==> src/rtl/vram_pkg.sv <==
// Shared types for the video RAM port arbiter: FSM states and read owner tags.
package vram_pkg;

    typedef enum logic [1:0] {
        ST_CLEAR    = 2'd0,
        ST_IDLE     = 2'd1,
        ST_CPU_WAIT = 2'd2,
        ST_CPU_DONE = 2'd3
    } state_e;

    // Owner of the read issued last cycle; decides where ram_q is routed.
    typedef enum logic [1:0] {
        TAG_NONE = 2'd0,
        TAG_VID  = 2'd1,
        TAG_CPU  = 2'd2
    } tag_e;

endpackage

==> src/rtl/vram_clear_seq.sv <==
// Post-reset zero-fill address walker. The counter only moves on cycles the
// arbiter grants a clear write; done flags the final word's write cycle.
module vram_clear_seq #(
    parameter int ADDR_W = 11
) (
    input  logic              clock,
    input  logic              reset_n,
    input  logic              advance,
    input  logic              restart,
    output logic [ADDR_W-1:0] addr,
    output logic              done
);

    logic [ADDR_W-1:0] cnt_q, cnt_d;

    // Next address: hold at zero while restarting, step on granted writes.
    always_comb begin
        cnt_d = cnt_q;
        if (restart) begin
            cnt_d = '0;
        end else if (advance) begin
            cnt_d = cnt_q + 1'b1;
        end
    end

    // Counter register with synchronous active-low reset.
    always_ff @(posedge clock) begin
        if (!reset_n) begin
            cnt_q <= '0;
        end else begin
            cnt_q <= cnt_d;
        end
    end

    assign addr = cnt_q;
    assign done = advance && (cnt_q == {ADDR_W{1'b1}});

endmodule

==> src/rtl/vram_port_mux.sv <==
// Single-port video RAM arbiter: video reads always win, then the post-reset
// clear, then the CPU. One access issues per cycle; a one-cycle owner tag
// routes the registered RAM read data back to its requester.
module vram_port_mux
    import vram_pkg::*;
#(
    parameter int ADDR_W         = 11,
    parameter int DATA_W         = 8,
    parameter int CLEAR_ON_RESET = 1
) (
    input  logic              clock,
    input  logic              reset_n,
    input  logic              vid_req,
    input  logic [ADDR_W-1:0] vid_addr,
    output logic [DATA_W-1:0] vid_data,
    output logic              vid_valid,
    input  logic              cpu_req,
    input  logic              cpu_we,
    input  logic [ADDR_W-1:0] cpu_addr,
    input  logic [DATA_W-1:0] cpu_wdata,
    output logic [DATA_W-1:0] cpu_rdata,
    output logic              cpu_ack,
    output logic              busy,
    output logic [ADDR_W-1:0] ram_address,
    output logic [DATA_W-1:0] ram_data,
    output logic              ram_wren,
    input  logic [DATA_W-1:0] ram_q
);

    localparam state_e RST_STATE = (CLEAR_ON_RESET != 0) ? ST_CLEAR : ST_IDLE;

    state_e            state_q, state_d;
    tag_e              tag_q, tag_d;
    logic [DATA_W-1:0] vid_data_q, vid_data_d;
    logic              vid_valid_q, vid_valid_d;
    logic [DATA_W-1:0] cpu_rdata_q, cpu_rdata_d;
    logic              cpu_ack_q, cpu_ack_d;

    logic [ADDR_W-1:0] addr_c;
    logic [DATA_W-1:0] data_c;
    logic              wren_c;
    logic [ADDR_W-1:0] clr_addr;
    logic              clr_adv, clr_done, clr_restart;

    // Counter sits at zero whenever no clear is running.
    assign clr_restart = (state_q != ST_CLEAR);

    vram_clear_seq #(.ADDR_W(ADDR_W)) u_clear (
        .clock   (clock),
        .reset_n (reset_n),
        .advance (clr_adv),
        .restart (clr_restart),
        .addr    (clr_addr),
        .done    (clr_done)
    );

    // Issue mux and FSM: video first, then clear write, then the CPU access.
    always_comb begin
        state_d     = state_q;
        tag_d       = TAG_NONE;
        addr_c      = '0;
        data_c      = '0;
        wren_c      = 1'b0;
        clr_adv     = 1'b0;
        cpu_rdata_d = cpu_rdata_q;

        if (vid_req) begin
            addr_c = vid_addr;
            tag_d  = TAG_VID;
        end

        case (state_q)
            ST_CLEAR: begin
                if (!vid_req) begin
                    addr_c  = clr_addr;
                    wren_c  = 1'b1;
                    clr_adv = 1'b1;
                    if (clr_done) state_d = ST_IDLE;
                end
            end
            ST_IDLE: begin
                if (cpu_req && !vid_req) begin
                    addr_c = cpu_addr;
                    if (cpu_we) begin
                        wren_c  = 1'b1;
                        data_c  = cpu_wdata;
                        state_d = ST_CPU_DONE;
                    end else begin
                        tag_d   = TAG_CPU;
                        state_d = ST_CPU_WAIT;
                    end
                end
            end
            ST_CPU_WAIT: begin
                // A video read issued now carries its own tag, so capture is safe.
                if (tag_q == TAG_CPU) cpu_rdata_d = ram_q;
                state_d = ST_CPU_DONE;
            end
            // Ack cycle: no new CPU issue while the requester drops cpu_req.
            ST_CPU_DONE: state_d = ST_IDLE;
            default:     state_d = ST_IDLE;
        endcase

        // Only reached from an IDLE write or from CPU_WAIT, so this is a pulse.
        cpu_ack_d   = (state_d == ST_CPU_DONE);
        vid_valid_d = (tag_q == TAG_VID);
        vid_data_d  = vid_valid_d ? ram_q : vid_data_q;
    end

    // State, tag pipeline and registered results; reset drops any CPU access.
    always_ff @(posedge clock) begin
        if (!reset_n) begin
            state_q     <= RST_STATE;
            tag_q       <= TAG_NONE;
            vid_data_q  <= '0;
            vid_valid_q <= 1'b0;
            cpu_rdata_q <= '0;
            cpu_ack_q   <= 1'b0;
        end else begin
            state_q     <= state_d;
            tag_q       <= tag_d;
            vid_data_q  <= vid_data_d;
            vid_valid_q <= vid_valid_d;
            cpu_rdata_q <= cpu_rdata_d;
            cpu_ack_q   <= cpu_ack_d;
        end
    end

    // Writes are suppressed while reset is held so no stale access lands.
    assign ram_wren    = wren_c & reset_n;
    assign ram_address = addr_c;
    assign ram_data    = data_c;
    assign busy        = (state_q == ST_CLEAR);
    assign vid_data    = vid_data_q;
    assign vid_valid   = vid_valid_q;
    assign cpu_rdata   = cpu_rdata_q;
    assign cpu_ack     = cpu_ack_q;

endmodule
==> config.mk <==
export PLATFORM = sky130hd
export DESIGN_NAME = vram_port_mux
export DESIGN_NICKNAME = d
export VERILOG_FILES = /design/src/rtl/vram_pkg.sv /design/src/rtl/vram_clear_seq.sv /design/src/rtl/vram_port_mux.sv
export SDC_FILE = /design/constraint.sdc
export NUM_CORES = 1
export LEC_CHECK = 0
export CORE_MARGIN = 4
export CORE_UTILIZATION = 62
export CTS_CLUSTER_DIAMETER = 80
export DETAILED_ROUTE_END_ITERATION = 10
export DONT_BUFFER_PORTS = 1
export PLACE_DENSITY = 0.78
export SLEW_MARGIN = 5
export SYNTH_ARGS = -nofsm -noshare
export SYNTH_HDL_FRONTEND = slang
export SYNTH_SLANG_ARGS = --single-unit
==> constraint.sdc <==
create_clock -name clock -period 2.2 [get_ports clock]
set_input_delay 0.44 -clock clock [delete_from_list [all_inputs] [get_ports clock]]
set_output_delay 0.44 -clock clock [all_outputs]
set_load 0.01 [all_outputs]
# --- Yosys cells after proc, flatten, opt, wreduce, memory -nomap -nowiden ---
# Index checks and enable logic that the tools add are counted.
classes:
  addsub: 1
  eq_ne: 7
  muxes: 21
  n_bitwise: 2
  reduce_logical: 7
op_table:
  columns: ["cell", "n"]
  rows:
  - ["two-way mux 11 bit", 3]
  - ["two-way mux 8 bit", 3]
  - ["one-hot mux 11 bit (2 select lines)", 1]
  - ["two-way mux 2 bit", 6]
  - ["adder 11 x 1 -> 11 bit, second input constant", 1]
  - ["== test 11 bit, second input constant", 1]
  - ["== test 2 bit, second input constant", 4]
  - ["one-hot mux 2 bit (4 select lines)", 1]
  - ["two-way mux 1 bit", 6]
  - ["== test 2 x 1 -> 1 bit, second input constant", 2]
  - ["logical AND 1 bit", 2]
  - ["zero test 2 bit", 1]
  - ["one-hot mux 1 bit (2 select lines)", 1]
  - ["AND reduction 2 bit", 1]
  - ["nonzero test 2 bit", 1]
  - ["OR reduction 2 bit", 1]
  - ["bitwise AND 1 bit", 1]
  - ["zero test 1 bit", 1]
  - ["inverter 1 bit", 1]
totals:
  reg_bits: 33
  input_bits: 43
  output_inout_bits: 39
  word_cells: 45

# --- Longest topological paths before layout ---
logic_depth:
  word_depth: 7
  mapped_depth: 4
  mapped_depth_nobuf: 4

# --- Cells and area by module ---
# From an unflattened synthesis, not the netlist that was laid out.
hier_totals:
  cells_unflattened: 200
  area_unflattened_um2: 1594.0
modules_own_cells:
  columns: ["mod", "n_inst", "cells_each", "area_each_um2", "seq_area_each_um2"]
  rows:
  - ["vram_port_mux", 1, 145, 1106.1, 440.4]
  - ["vram_clear_seq", 1, 55, 488.0, 220.2]

# --- Worst setup path before layout ---
# Ideal clock, no wire load.
synth_timing:
  kind: "input to output"
  start: "in cpu_req"
  end: "out ram_data[4]"
  t_arrival_ps: 1392
  t_required_ps: 1760
  slack_ps: 368
  cell_stages: 3
  path_buffers: 1
  cell_sequence: "nor4bb_1 > clkbuf_1 > and3_1"
synth_via:
  elab_chain_len: 3
synth_lines:
  columns: ["item", "line", "rtl"]
  rows:
  - ["from (decl)", "vram_port_mux.sv:17", "input logic cpu_req,"]
  - ["logical AND 1 bit", "vram_port_mux.sv:82", "if (cpu_req && !vid_req) begin"]
  - ["two-way mux 8 bit", "vram_port_mux.sv:82", null]
  - ["two-way mux 8 bit", "vram_port_mux.sv:72", "case (state_q)"]
  - ["to (decl)", "vram_port_mux.sv:25", "output logic [DATA_W-1:0] ram_data,"]
# No other way between the ends.

# --- Final worst setup path ---
layout_timing:
  start: "reg state_q[1]"
  end: "out ram_wren"
layout_via:
  elab_chain_len: 3
  word_cells_on_any_way: 4
  cone_classes: "eq/ne (1); mux (1); bitwise (1); reduce/logical (1)"
layout_lines:
  columns: ["item", "line", "rtl"]
  rows:
  - ["from (decl)", "vram_port_mux.sv:32", "state_e state_q, state_d;"]
  - ["from (signal assigned)", "vram_port_mux.sv:120", "state_q <= state_d;"]
  - ["== test 2 x 1 -> 1 bit or zero test 2 bit (tied branches)", "vram_port_mux.sv:72", null]
  - ["one-hot mux 1 bit (2 select lines) (*)", "vram_port_mux.sv:72", null]
  - ["bitwise AND 1 bit (*)", "vram_port_mux.sv:130", "assign ram_wren = wren_c & reset_n;"]
  - ["to (decl)", "vram_port_mux.sv:26", "output logic ram_wren,"]
# Every way passes the cells marked *; elsewhere a longest branch is shown, timed or not.

==> results.tsv <==
stage	metric	value	unit
detailed_routing	routedWlPerCell	17.2	um
timing	final-max-slew-violation-count	0	
timing	skew	0.00751	ns
grt	grt_use_total	23.1	%
logic_synthesis	synth_xor_area_share	1.05	%
timing	period_share	92.2	%
logic_synthesis	syn_nets	242	
grt	grt_max_degree	34	
logic_synthesis	synth_area_leaders	dfxtp_1, nand2_1, mux2i_1, nor2b_1, a21boi_0	
power	ir_worst_vdd	0.484	mV
worst_setup_path	path_delay_family	simple AND/OR/NAND/NOR gates	
detailed_routing	ant_nets	0	
detailed_routing	drc	0	
logic_synthesis	synth.area.mux_share	7.23	%
worst_setup_path	path_buf_inv	1	
logic_synthesis	syn_area	1660	um^2
power	switching_power	258	uW
grt	busiest_layer	met2	
cts	htreeDepth	2	
power	clkPwrFrac	32.6	%
flow_run	cap_violations	0	
timing	tightest_slew	0.564	ns
logic_synthesis	yosysWarnings	0	
logic_synthesis	yosys-top-cells-count	nand2_1, dfxtp_1, mux2i_1, nor2b_1, clkbuf_1	
logic_synthesis	syn_area_per_cell	8.39	um^2
worst_setup_path	cp.arrival	1.59	ns
worst_setup_path	cp_max_fo	17	
finish	nNetsFinal	241	
cts	tritoncts	done	
cts	clock_sinks	33	
power	power_leakage	0.615	nW
grt	overflow	0	
floorplanning	die_h	59.8	um
grt	grt_antenna_before_repair	0	
finish	antenna_cells	0	
floorplanning	dieArea	3570	um^2
grt	grt_pass1_vias	1411	
timing	hold_viol	0	
power	internal_power	761	uW
timing	relSlewSlack	62.3	%
cts	holdBufCountCts	0	
worst_setup_path	max_stage_delay	0.41	ns
worst_setup_path	critPathSlowestCell	dfxtp_2	
detailed_routing	vias	1422	
worst_setup_path	worstReg2RegStart	u_clear.addr[0]	
worst_setup_path	critPathLaunchType	register	
detailed_routing	wirelength	3910	um
logic_synthesis	synth.largest_area_cell	dfxtp_1	
place	hpwl	2920	um
floorplanning	row_count	18	
logic_synthesis	synth-edff-count	0	
timing	finalSetupTns	0	ns
finish	drive_above_1_share	11.1	%
logic_synthesis	synth_compound_area_share	14.5	%
worst_setup_path	endpoint_kind	primary output	
logic_synthesis	synth_top_area_share	39.8	%
logic_synthesis	syn-instance-count	198	
floorplanning	start_util	65.9	%
grt	gr-usage-met1	26.0	%
timing	setup_violations	0	
timing	rsz0062_at_grt	no	
logic_synthesis	ys_ff_latch	33	
worst_setup_path	required	1.76	ns
power	power	1.02	mW
worst_setup_path	crit_chain	nor4bb_4 > buf_4 > a21oi_1 > nor2b_1	
cts	cts_root_buf	clkbuf_4	
place	gp_congestion	0.950	
power	seqPwrFrac	61.2	%
cts	clk_pin_slew	0.11	ns
detailed_routing	routed_via_density	6.24	
worst_setup_path	cp-startpoint	state_q[1]	
grt	grtUsageMet2	41.4	%
detailed_routing	drt_iter0_drc	60	
logic_synthesis	ys_types	38	
worst_setup_path	critPathKind	register to primary output	
cts	clk_path_buf_depth	2	
logic_synthesis	ys_seq_area_share	39.8	%
power	swShare	25.3	%
logic_synthesis	yosys_most_used_dff	dfxtp_1	
timing	timing.final.crit_period	2.03	ns
logic_synthesis	synth_most_common_cell	nand2_1	
logic_synthesis	synth_fa_ha_area_share	0.753	%
detailed_routing	drt_first_pass_iters	7	
cts	cts_setup_buffers	0	
place	portBuffers	0	
power	comb_power_share	6.2	%
cts	clock_latency	0.33	ns
logic_synthesis	yosys.area_share.simple	32.8	%
hold_path	hold_path_class	input pin to register	
logic_synthesis	ys_async_sr_fraction	0	%
timing	whs	0.227	ns
finish	area_growth	6.33	%
cts	numCtsBuffers	5	
hold_path	hp-start	vid_req	
floorplanning	io_pins	82	
finish	stdcell_area	1770	um^2
power	powerDensity	577	nW/um^2
floorplanning	core_area	2520	um^2
status	run_status	finished, final reports clean	
place	dpl_cell_area	1700	um^2
logic_synthesis	synth_top_family_by_area	simple AND/OR/NAND/NOR gates	
floorplanning	die_w	59.8	um
grt	met3_usage	6.48	%
grt	grt_pass1_wl	6290	um
timing	max_freq	493	MHz
-- stage by stage --
stage / setup slack [ns] / util (%) / std cells
after floorplan: 0.368 / - / 198
after global placement: 0.473 / 67.5 / 220
after detailed placement: 0.452 / 67.5 / 220
after CTS: 0.0529 / 69.6 / 228
after global routing: 0.0395 / 70.0 / 228
final: 0.172 / 70.0 / 228
-- final cells by class --
cell class | instances | area (um^2)
clock buffer | 5 | 37.5
timing repair buffer | 6 | 45.0
clock inverter | 3 | 17.5
fill | 207 | 756
multi-input combinational | 148 | 956
inverter | 3 | 11.3
sequential | 33 | 662
tap | 30 | 37.5
-- state kept, by name (all words and copies together) (netlist names) --
name / cells
cpu_rdata: 8
vid_valid: 1
u_clear.addr: 11
tag_q: 2
vid_data: 8
state_q: 2
cpu_ack: 1
-- metal layers --
layer | up-vias | part of all wire, %
li1 | 693 | -
met4 | 0 | 1.2
met1 | 667 | 39
met5 | - | 0
met3 | 5 | 7.5
met2 | 57 | 53
-- worst register-to-register path, delay by kind of cell, from the launching register on --
kind	cells	cell delay (ns)
and+or+nand+nor	2	0.93
AOI/OAI and AO/OA	1	0.15
DFF	1	0.43
adders and majority gates	1	0.19
-- path summary, 6_finish.rpt --
check / endpoint / slack [ns] / cells past startpoint
worst min-delay path: tag_q[0] / 0.23 / 1
worst max register to register: cpu_ack / 0.44 / 4
worst max-delay path: ram_wren / 0.17 / 4
worst min register to register: u_clear.addr[9] / 0.48 / 2
-- power by group through the flow --
stage	sequential [mW]	combinational, mW	clock, mW
2_1_floorplan	0.635	0.0641	0
3_3_place_gp	0.637	0.0604	0
3_5_place_dp	0.638	0.0631	0
4_1_cts	0.624	0.0634	0.338
5_1_grt	0.626	0.0705	0.370
6_report	0.624	0.0628	0.332
-- cells by family (layout without fill, tap and decap cells) --
logic type                 Yosys count  after routing
and+or+nand+nor                    101            101
buffers and inverters               17             17
xor gates and xnor gates             2              2
DFF                                 33             33
AOI/OAI and AO/OA                   32             32
muxes                               12             12
adders and majority gates            1              1
-- layout by cell type (no fill, tap or decap), types with 2 or more instances in the layout --
master / netlist / routed
a21boi_0: 8 / 8
a21boi_2: 2 / 2
a21oi_1: 7 / 7
a221o_1: 4 / 4
and2_1: 2 / 2
and3_1: 8 / 8
buf_4: 0 / 6
clkbuf_4: 0 / 5
clkinv_2: 0 / 2
dfxtp_1: 33 / 32
inv_1: 3 / 3
mux2i_1: 12 / 12
nand2_1: 45 / 45
nand2b_1: 3 / 3
nand4_1: 2 / 2
nand4b_1: 2 / 2
nor2_1: 5 / 5
nor2b_1: 12 / 12
nor3_1: 3 / 3
nor4_1: 4 / 4
o211ai_1: 7 / 7
o21a_1: 2 / 2
o31ai_1: 2 / 2
or4_1: 2 / 2
-- repair_timing --
item | 4_1_cts | 5_1_grt
endpoints found under the setup margin | 0 | 15
resized for setup | 0 | 2
endpoints found under the hold margin | 0 | 0
Power figures use the tool's default switching activity.
